===== config.mk =====
export PLATFORM = sky130hd
export DESIGN_NAME = uart_tx_periph
export DESIGN_NICKNAME = d
export VERILOG_FILES = /design/src/rtl/uart_tx_periph_pkg.sv /design/src/rtl/uart_tx_periph_baud_tick_gen.sv /design/src/rtl/uart_tx_periph.sv
export SDC_FILE = /design/constraint.sdc
export NUM_CORES = 1
export LEC_CHECK = 0
export CAP_MARGIN = 10
export CORE_ASPECT_RATIO = 1.75
export CORE_MARGIN = 2
export CORE_UTILIZATION = 42
export DETAILED_ROUTE_END_ITERATION = 8
export PLACE_DENSITY = 0.88
export SYNTH_ARGS = -nofsm -noshare
export SYNTH_HDL_FRONTEND = slang
export SYNTH_SLANG_ARGS = --single-unit
export TNS_END_PERCENT = 5

===== constraint.sdc =====
create_clock -name clk -period 7.5 [get_ports clk]
set_input_delay 2.25 -clock clk [delete_from_list [all_inputs] [get_ports clk]]
set_output_delay 2.25 -clock clk [all_outputs]
set_load 0.02 [all_outputs]

===== src/rtl/uart_tx_periph_pkg.sv =====
// rtl/uart_tx_periph_pkg.sv - shared UART register map, UART_CON bit positions and TX FSM encoding
package uart_tx_periph_pkg;

  localparam logic [31:0] ADDR_TXD = 32'h4000_0018;
  localparam logic [31:0] ADDR_CON = 32'h4000_0020;

  localparam int CON_BUSY     = 0;
  localparam int CON_OVR      = 1;
  localparam int CON_DONE     = 2;
  localparam int CON_RX_READY = 3;

  typedef enum logic [1:0] {
    TX_IDLE  = 2'd0,
    TX_START = 2'd1,
    TX_DATA  = 2'd2,
    TX_STOP  = 2'd3
  } tx_state_e;

  // Transmit-side contribution to UART_CON; bit 3 belongs to the receiver.
  function automatic logic [31:0] con_word(input logic done_f, input logic ovr_f,
                                           input logic busy_f);
    logic [31:0] w;
    w               = '0;
    w[CON_BUSY]     = busy_f;
    w[CON_OVR]      = ovr_f;
    w[CON_DONE]     = done_f;
    w[CON_RX_READY] = 1'b0;
    return w;
  endfunction

endpackage


===== src/rtl/uart_tx_periph_baud_tick_gen.sv =====
// rtl/uart_tx_periph_baud_tick_gen.sv - bit-period counter with one-cycle tick at terminal count
module baud_tick_gen #(
  parameter int DIVISOR = 10416
) (
  input  logic clk,
  input  logic reset,
  input  logic clear,
  input  logic en,
  output logic tick
);

  localparam int CW = (DIVISOR > 2) ? $clog2(DIVISOR) : 1;

  logic [CW-1:0] cnt;

  assign tick = en && (cnt == CW'(DIVISOR - 1));

  always_ff @(posedge clk) begin
    if (reset || clear) begin
      cnt <= '0;
    end else if (en) begin
      cnt <= tick ? '0 : cnt + CW'(1);
    end
  end

endmodule


===== src/rtl/uart_tx_periph.sv =====
// rtl/uart_tx_periph.sv - memory-mapped 8N1 UART transmitter with one-entry hold register
module uart_tx_periph
  import uart_tx_periph_pkg::*;
#(
  parameter int DIVISOR = 10416
) (
  input  logic        clk,
  input  logic        reset,
  input  logic [31:0] addr,
  input  logic        wr_en,
  input  logic [31:0] wdata,
  input  logic        rd_en,
  output logic [31:0] rdata,
  output logic        uart_tx,
  output logic        tx_irq
);

  tx_state_e   state, state_n;
  logic [7:0]  shift, shift_n;
  logic [7:0]  hold, hold_n;
  logic [7:0]  last, last_n;
  logic        hold_v, hold_v_n;
  logic        done, done_n;
  logic        ovr, ovr_n;
  logic [2:0]  bit_idx, bit_idx_n;
  logic        tx_n;
  logic        tick;
  logic        frame_start;
  logic        handoff;
  logic        wr_txd, rd_con, wr_direct;
  logic        busy;
  logic        unused_wdata;

  assign wr_txd       = wr_en && (addr == ADDR_TXD);
  assign rd_con       = rd_en && (addr == ADDR_CON);
  assign wr_direct    = wr_txd && (state == TX_IDLE) && !hold_v;
  assign busy         = (state != TX_IDLE) || hold_v;
  assign tx_irq       = done;
  assign unused_wdata = ^wdata[31:8];

  baud_tick_gen #(.DIVISOR(DIVISOR)) u_baud (
    .clk   (clk),
    .reset (reset),
    .clear (frame_start),
    .en    (state != TX_IDLE),
    .tick  (tick)
  );

  always_comb begin
    state_n     = state;
    shift_n     = shift;
    hold_n      = hold;
    hold_v_n    = hold_v;
    last_n      = last;
    done_n      = done;
    ovr_n       = ovr;
    bit_idx_n   = bit_idx;
    frame_start = 1'b0;
    handoff     = 1'b0;

    // Clear first so that any set event below takes precedence.
    if (rd_con) begin
      done_n = 1'b0;
      ovr_n  = 1'b0;
    end

    case (state)
      TX_IDLE: begin
        if (hold_v) begin
          handoff = 1'b1;
        end else if (wr_direct) begin
          shift_n     = wdata[7:0];
          last_n      = wdata[7:0];
          state_n     = TX_START;
          frame_start = 1'b1;
        end
      end
      TX_START: begin
        if (tick) begin
          state_n   = TX_DATA;
          bit_idx_n = 3'd0;
        end
      end
      TX_DATA: begin
        if (tick) begin
          bit_idx_n = bit_idx + 3'd1;
          if (bit_idx == 3'd7) state_n = TX_STOP;
        end
      end
      TX_STOP: begin
        if (tick) begin
          done_n = 1'b1;
          if (hold_v) handoff = 1'b1;
          else        state_n = TX_IDLE;
        end
      end
      default: state_n = TX_IDLE;
    endcase

    if (handoff) begin
      shift_n     = hold;
      hold_v_n    = 1'b0;
      state_n     = TX_START;
      frame_start = 1'b1;
    end

    // A hold slot being handed off this cycle counts as free.
    if (wr_txd && !wr_direct) begin
      if (!hold_v || handoff) begin
        hold_n   = wdata[7:0];
        last_n   = wdata[7:0];
        hold_v_n = 1'b1;
      end else begin
        ovr_n = 1'b1;
      end
    end

    case (state_n)
      TX_START: tx_n = 1'b0;
      TX_DATA:  tx_n = shift_n[bit_idx_n];
      default:  tx_n = 1'b1;
    endcase
  end

  always_ff @(posedge clk) begin
    if (reset) begin
      state   <= TX_IDLE;
      shift   <= '0;
      hold    <= '0;
      last    <= '0;
      hold_v  <= 1'b0;
      done    <= 1'b0;
      ovr     <= 1'b0;
      bit_idx <= '0;
      uart_tx <= 1'b1;
    end else begin
      state   <= state_n;
      shift   <= shift_n;
      hold    <= hold_n;
      last    <= last_n;
      hold_v  <= hold_v_n;
      done    <= done_n;
      ovr     <= ovr_n;
      bit_idx <= bit_idx_n;
      uart_tx <= tx_n;
    end
  end

  always_comb begin
    rdata = '0;
    if (addr == ADDR_TXD) begin
      rdata = {24'b0, last};
    end else if (addr == ADDR_CON) begin
      rdata = con_word(done, ovr, busy);
    end
  end

endmodule


==> metrics.cfg <==
[timing]
skew_ns=0.01220
slew_headroom_pct=45.90
hold_viol=0
finalCritPeriodShare_pct=92.39
setup_tns_ns=0
fin_ws_ns=0.5710
timing.hold.ws_ns=0.4889
final_max_slew_viol_count=0
setup_viol=0
max_clock_freq_ghz=0.1443
rsz0062_at_grt=false
layout_min_cycle_time_ns=6.929
worstMarginPinSlew_ns=0.8098

[cts]
cts_resized=0
numCtsBuffers=5
clock_path_buffers=2
worstSkewPairLatency_ns=0.31
holdBufCountCts=0
path_clk_slew_ns=0.08
post_cts_buffers=0
tritoncts=yes
clkSinkCount=47
cts_htree_levels=2
root_buffer=clkbuf_8

[drt]
wl_mm=6.586
ant_nets=0
vias=2506
drtPass1Iterations=4
drc_errors=0
via_per_inst=5.569
wl_per_cell_um=14.64
drt_iter0_drc=163

[power]
power.density_nw_per_um2=134.0
peakVddDrop_mv=0.09565
power_switching_share_pct=23.74
p_sw_uw=104.7
pwr-share-seq_pct=56.5
leakagePower_nw=1.171
clkPwrFrac_pct=33.4
intPower_uw=336.3
comb_power_share_pct=10.0

[die]
die_y_um=110.5
coreArea_sq_um=6228
die_area_sq_um=7162
initial_utilization_pct=43.67
io_pins=102
die_w_um=64.84
std_cell_rows=38

[global_route]
grt_max_degree=35
grt_util_all_layers_pct=18.68
grt_pass1_vias=2433
grt_overflow=0
grt_pass1_wl_mm=10.78
antenna_found_initial=0

[logic_synthesis]
yosys.area.top_type_share_pct=34.59
yosys_most_used_dff=dfxtp_1
synth.cell_area_sq_um=2720
ys_top_cells_by_area=dfxtp_1 (35%), mux2i_1 (6.6%), buf_4 (6.6%)
synth-edff-count=0
async_flop_share_pct=0
synth.distinct_cells=52
yosys.area.top_type=dfxtp_1
yosysWarnings=0
synth-seq-cells=47
ys_top_cells_by_count=dfxtp_1 (47), nor2_1 (47), buf_4 (24)
syn_area_per_cell_sq_um=8.421
postSynthCellCount=323
yosysSeqAreaShare_pct=34.59

[layout]
areaGrowthSynthToFinish_pct=20.98
diodes=0
nets=446
fin_util_pct=52.83
drive_gt1_share_pct=4.865
fin_area_sq_um=3291

[flow_run]
max_cap_viol_count=0

[min_path]
hp-class=reg2reg

[setup_path]
arrival_ns=4.68
crit_top_cell=clkdlybuf4s50_1
path_class=in2out
worstPathCellList=clkdlybuf4s50_1, nor4_1, and4_1, and3_1, nand2_1, o21ai_0, clkdlybuf4s50_1
slowest_delay_ns=0.63
slowest_stage=clkdlybuf4s50_1
critPathLaunchType=primary input
critPathCaptureType=output pin
cp.required_ns=5.25
critPathMaxFanout=9

[placed_design]
dp_slack_ns=0.5505
gp_congestion=0.9049
portBuffers=53
hpwl_mm=4.931
place_area_sq_um=3209

[run_status]
status=finished, final reports clean

logic make-up after synthesis:
group	count (synthesis)	share of synthesized area (%)
AO/OA/AOI/OAI	56	14.67
XOR/XNOR	9	2.898
multiplexers	18	6.624
buffers and inverters	51	10.72
flip-flops	47	34.59
other	1	0.1379
AND/OR/NAND/NOR	132	26.22
adder cells (fa/ha/maj)	9	4.140
placed cells by master (no fill, tap or decap), drive strengths merged, types with 5 or more instances in the layout:
cell,n
nor3,15
nand2,11
xor2,6
inv,11
a211oi,7
conb,24
mux2i,18
clkdlybuf4s50,53
dfxtp,47
nor2,47
ha,9
o21ai,13
nand3,9
nor4,7
and2,5
a21oi,12
nand4,14
clkbuf,7
metrics by stage:
step                      cells  power (mW)
after global placement      442      0.2987
after global routing        450      0.4557
after detailed placement    442      0.2991
after floorplan             346      0.2823
after CTS                   450      0.4439
final                       450      0.4410
state kept, by name (all words and copies together) (netlist names):
name and flops:
uart_tx 1, last 8, ovr 1, bit_idx 3
shift 8, u_baud.cnt 14, hold_v 1, tx_irq 1
hold 8, state 2
layout make-up:
cell class,count,area [sq um]
fill,553,2938
multi-input combinational,248,1574
sequential,47,940.9
timing repair buffer,56,553.0
tap,80,100.1
clock buffer,7,76.32
inverter,11,41.29
clock inverter,1,5.005
power groups by stage:
stage	Sequential [mW]	Combinational, mW	Clock [mW]
4_1_cts	0.249	0.0440	0.151
3_5_place_dp	0.255	0.0439	0
5_1_grt	0.249	0.0471	0.159
2_1_floorplan	0.255	0.0271	0
6_report	0.249	0.0443	0.147
3_3_place_gp	0.255	0.0436	0
critical path: cells and delay by family:
kind / cells / cell delay (ns)
and+or+nand+nor: 4 / 1.31
buffers and inverters: 2 / 1.03
AOI/OAI and AO/OA: 1 / 0.08
metal layers:
layer	vias up	track usage [%]	share of wire (%)
met2	99	34.23	53
met5	-	0	0
met1	1192	18.47	38
li1	1199	-	-
met3	16	3.971	6.7
met4	0	10.92	2.9
final timing paths:
check,start,to,slack (ns),cells after the start
setup / recovery,addr[9],rdata[0],0.57,7
hold / removal,ovr,ovr,0.49,2
setup reg to reg,state[0],uart_tx,3.78,13
hold reg to reg,ovr,ovr,0.49,2
Note: power is estimated with default switching activity, not from simulation.
